==> src/rtl/oh_to_idx_reg.sv <==
// oh_to_idx_reg: registered one-hot-to-index decoder with a valid/ready stream
// interface. Zero-hot and multi-hot vectors are flagged on out_err and counted
// in a saturating error counter. Bit-to-index mapping matches the companion
// index-to-one-hot encoder, so the two compose to identity.
module oh_to_idx_reg #(
  parameter int NUM_SIGNALS   = 4,
  parameter     DIRECTION     = "LSB0",
  parameter int ERR_CNT_WIDTH = 8,
  localparam int INDEX_WIDTH  = $clog2(NUM_SIGNALS)
) (
  input  logic                     clk,
  input  logic                     rst_n,
  input  logic                     in_valid,
  output logic                     in_ready,
  input  logic [NUM_SIGNALS-1:0]   in_one_hot,
  output logic                     out_valid,
  input  logic                     out_ready,
  output logic [INDEX_WIDTH-1:0]   out_index,
  output logic                     out_err,
  input  logic                     err_clr,
  output logic [ERR_CNT_WIDTH-1:0] err_count
);

  localparam bit LSB0 = (DIRECTION == "LSB0");
  localparam logic [NUM_SIGNALS-1:0] ONE = {{(NUM_SIGNALS-1){1'b0}}, 1'b1};

  logic                   in_xfer;
  logic                   found;
  logic [31:0]            pos;
  logic [31:0]            idx32;
  logic [INDEX_WIDTH-1:0] dec_index;
  logic                   dec_err;
  logic                   zero_hot;
  logic                   multi_hot;

  // Single pipeline register: accept whenever the slot is empty or draining.
  assign in_ready = !out_valid || out_ready;
  assign in_xfer  = in_valid && in_ready;

  assign zero_hot  = ~|in_one_hot;
  // Clearing the lowest set bit leaves something only when two or more are set.
  assign multi_hot = |(in_one_hot & (in_one_hot - ONE));

  // Locate the lowest set bit and map it to an index; zero-hot decodes to 0.
  always_comb begin
    found = 1'b0;
    pos   = 32'd0;
    for (int p = 0; p < NUM_SIGNALS; p++) begin
      if (in_one_hot[p] && !found) begin
        found = 1'b1;
        pos   = 32'(p);
      end
    end
    if (!found)
      idx32 = 32'd0;
    else if (LSB0)
      idx32 = pos;
    else
      idx32 = 32'(NUM_SIGNALS) - 32'd1 - pos;
    dec_index = INDEX_WIDTH'(idx32);
    dec_err   = zero_hot || multi_hot;
  end

  // Output valid flag: set on accept, cleared by a drain with no new input.
  always_ff @(posedge clk or negedge rst_n) begin
    if (!rst_n)
      out_valid <= 1'b0;
    else if (in_xfer)
      out_valid <= 1'b1;
    else if (out_ready)
      out_valid <= 1'b0;
  end

  // Result register: loads only on accept, so it holds through a stall.
  always_ff @(posedge clk or negedge rst_n) begin
    if (!rst_n) begin
      out_index <= '0;
      out_err   <= 1'b0;
    end else if (in_xfer) begin
      out_index <= dec_index;
      out_err   <= dec_err;
    end
  end

  // Saturating malformed-vector counter; clear wins over a same-cycle increment.
  always_ff @(posedge clk or negedge rst_n) begin
    if (!rst_n)
      err_count <= '0;
    else if (err_clr)
      err_count <= '0;
    else if (in_xfer && dec_err && (err_count != {ERR_CNT_WIDTH{1'b1}}))
      err_count <= err_count + 1'b1;
  end

endmodule

==> config.mk <==
export PLATFORM = sky130hd
export DESIGN_NAME = oh_to_idx_reg
export DESIGN_NICKNAME = d
export VERILOG_FILES = /design/src/rtl/oh_to_idx_reg.sv
export SDC_FILE = /design/constraint.sdc
export NUM_CORES = 1
export LEC_CHECK = 0
export ABC_CLOCK_PERIOD_IN_PS = 1700
export CAP_MARGIN = 20
export CORE_ASPECT_RATIO = 0.8
export CORE_MARGIN = 2
export CORE_UTILIZATION = 40
export CTS_CLUSTER_DIAMETER = 50
export DETAILED_ROUTE_END_ITERATION = 10
export PLACE_DENSITY_LB_ADDON = 0.1
export SETUP_SLACK_MARGIN = 0.3
export SLEW_MARGIN = 20
export SYNTH_ARGS = -nofsm -noshare
export SYNTH_HDL_FRONTEND = slang
export SYNTH_SLANG_ARGS = --single-unit
==> constraint.sdc <==
create_clock -name clk -period 1.7 [get_ports clk]
set_input_delay 0.34 -clock clk [delete_from_list [all_inputs] [get_ports clk]]
set_output_delay 0.34 -clock clk [all_outputs]
set_load 0.005 [all_outputs]
==> results.sh <==
export IMPL_portBuffers=21
export IMPL_max_stage_delay_ns=0.42
export IMPL_powerDensity_mw_per_mm2=581
export IMPL_yosys_warnings=0
export IMPL_row_count=13
export IMPL_synth_fp_nets=80
export IMPL_layout_setup_ws_ns=-0.0235
export IMPL_hold_end="out_index[0]"
export IMPL_worstMarginPinSlew_ns=0.578
export IMPL_ys_flop_type="dfrtp_1"
export IMPL_synth_edf_count=0
export IMPL_crit_family="simple AND/OR/NAND/NOR gates"
export IMPL_finalHoldViolCount=0
export IMPL_synth_area_leader_cell="dfrtp_1"
export IMPL_crit_buf_inv=1
export IMPL_fin_cells=139
export IMPL_fp_dieH_um=41.2
export IMPL_first_iter_violations=10
export IMPL_status="complete, but fails checks"
export IMPL_post_route_util_pct=75.8
export IMPL_grt_busiest_layer="met2"
export IMPL_root_buffer="clkbuf_4"
export IMPL_ctsLongestPathBuffers=2
export IMPL_grt_first_pass_wirelength_mm=3.13
export IMPL_holdCritPathClass="primary input to flop"
export IMPL_die_area_sq_mm=0.00208
export IMPL_fmax_mhz=580
export IMPL_final_setup_skew_ns=0.00953
export IMPL_p_leak_nw=0.577
export IMPL_grt_usage_pct=21.4
export IMPL_antenna_left=0
export IMPL_fin_crit_ns=1.72
export IMPL_irDropWorstVdd_mv=0.456
export IMPL_dpl_hpwl_mm=1.28
export IMPL_r2r_end="err_count[2]"
export IMPL_hold_start="in_one_hot[0]"
export IMPL_routedWlPerCell_um=15.0
export IMPL_crit_type="flop to flop"
export IMPL_synthToLayoutAreaGrowth_pct=78.1
export IMPL_crit_arrival_ns=1.94
export IMPL_cts_tree="done"
export IMPL_synth_seq_cells=12
export IMPL_vias_per_cell=5.18
export IMPL_drc=0
export IMPL_drt_total_wl_mm=2.09
export IMPL_syn_area_sq_um=692
export IMPL_cts_max_level=1
export IMPL_grt_pass1_vias=712
export IMPL_worstSetupStartpointType="flop"
export IMPL_gr_total_overflow=0
export IMPL_diodes=0
export IMPL_synth_common_cells="12 x dfrtp_1, 6 x a21oi_1, 5 x nand2_1"
export IMPL_final_setup_tns_ns=-0.0235
export IMPL_cp_slowest_cell="or4_4"
export IMPL_gp_congestion=0.764
export IMPL_ff2ff_path_depth=6
export IMPL_die_w_um=50.5
export IMPL_dp_cells=124
export IMPL_synth_cell_types=27
export IMPL_yosys_top_cells_area="dfrtp_1 43%, a21oi_1 4.3%, mux2_4 4.3%"
export IMPL_min_period_over_period_pct=101
export IMPL_endpoint_kind="flop"
export IMPL_slew_violations=0
export IMPL_violations="setup timing"
export IMPL_min_path_cells=2
export IMPL_crit_fanout=6
export IMPL_start_util_pct=42.5
export IMPL_total_power_w=0.000716
export IMPL_cts_buffers=3
export IMPL_synth_area_per_cell_sq_um=9.88
export IMPL_cp_required_ns=1.91
export IMPL_dr_pass1_iters=4
export IMPL_maxSlewHeadroom_pct=61.4
export IMPL_grt_max_degree=13
export IMPL_path_cells="ha_2, nand4_1, o211ai_1, buf_4, or4_4, a21oi_2"
export IMPL_num_io_pins=22
export IMPL_cap_violations=0
export IMPL_finalSetupViolations=1
export IMPL_drive_gt1_share_pct=47.9
export IMPL_met2_usage_pct=36.2
export IMPL_layout_nets=128
export IMPL_clock_latency_ns=0.28
export IMPL_synthDominantCellAreaShare_pct=43.4
export IMPL_ys_seq_area_share_pct=43.4
export IMPL_grtUsageMet1_pct=25.4
export IMPL_async_flop_share_pct=100
export IMPL_rrSetupSlack_ns=-0.02
export IMPL_clk_pin_slew_ns=0.08
export IMPL_clkSinkCount=12
export IMPL_use_met3_pct=8.39
export IMPL_rsz0062_at_grt="yes"
export IMPL_antenna_found_initial=0
export IMPL_core_area_sq_mm=0.00163
export IMPL_yosysMostFrequentCell="dfrtp_1"
export IMPL_vias=720
export IMPL_reg2reg_from="err_count[0]"
export IMPL_syn_instance_count=70
==> how the worst max path moves through the flow <==
stage                              from           end  slack [ns]  depth (start not counted)
after floorplan            err_count[1]  err_count[5]        0.01                          6
after global placement    in_one_hot[2]  err_count[2]       -0.45                          6
after detailed placement  in_one_hot[2]  err_count[2]       -0.53                          6
after CTS                  err_count[1]  err_count[2]        0.05                          6
after global routing       err_count[0]  err_count[2]       -0.12                          6
final                      err_count[0]  err_count[2]       -0.02                          6
==> per-stage QoR <==
stage,hold slack [ns],worst slack [ns],instance area [sq um]
4_1_cts,0.381,0.0549,1170
3_3_place_gp,0.460,-0.452,1060
5_1_grt,0.379,-0.122,1230
3_5_place_dp,0.467,-0.529,1060
2_1_floorplan,0.0444,0.0106,739
6_report,0.386,-0.0235,1230
==> where the power goes <==
part	internal (W)	total (W)	leakage, nW	switching [W]
combinational	0.0000959	0.000180	0.396	0.0000843
clock	0.000130	0.000230	0.0210	0.0000994
sequential	0.000299	0.000306	0.160	0.00000739
total	0.000525	0.000716	0.577	0.000191
==> placed cells by master (no fill, tap or decap), types with 2 or more instances in the layout <==
master / n
clkdlybuf4s50_1: 2
buf_4: 19
o21ai_1: 2
or3_1: 2
dfrtp_1: 12
nor4_4: 2
o31ai_1: 2
nand3_1: 3
buf_6: 7
or4_1: 2
inv_1: 2
nand2_1: 5
nor2_1: 4
dlygate4sd2_1: 10
nor2b_1: 3
clkbuf_4: 3
a21oi_1: 2
o31ai_2: 2
clkdlybuf4s15_1: 2
clkdlybuf4s15_2: 2
a21oi_2: 4
nand2b_1: 2
or4b_4: 2
nand4_1: 2
mux2_4: 2
buf_2: 2
==> cells by family after synthesis <==
kind of cell             share of synthesized area [%]
buffers and inverters                             4.34
AND/OR/NAND/NOR                                   27.7
multiplexers                                      5.97
XOR/XNOR                                          1.27
adder cells (fa/ha/maj)                           1.81
flip-flops                                        43.4
AO/OA/AOI/OAI                                     15.6
==> layer usage <==
layer  vias up  wire length, um
met3         2               93
li1        355                -
met5         -                0
met2        17             1070
met4         0               23
met1       346              895
==> flip-flops by register name, summed over array words and instances, names as in the netlist <==
name	cells
err_count	8
out_valid	1
out_index	2
out_err	1
==> area by class of cell <==
cell class / count / area [sq um]
tap: 22 / 27.5
sequential: 12 / 300
clock buffer: 4 / 36.3
multi-input combinational: 52 / 458
fill: 124 / 394
timing repair buffer: 46 / 399
inverter: 3 / 11.3
==> what timing repair did <==
item / in CTS / in global routing
pin swaps: 9 / 3
hold buffers: 0 / 0
resized for setup: 44 / 10
setup endpoints to repair: 23 / 12
buffers inserted: 7 / 4
No activity file was read; power rests on OpenSTA's default activity.
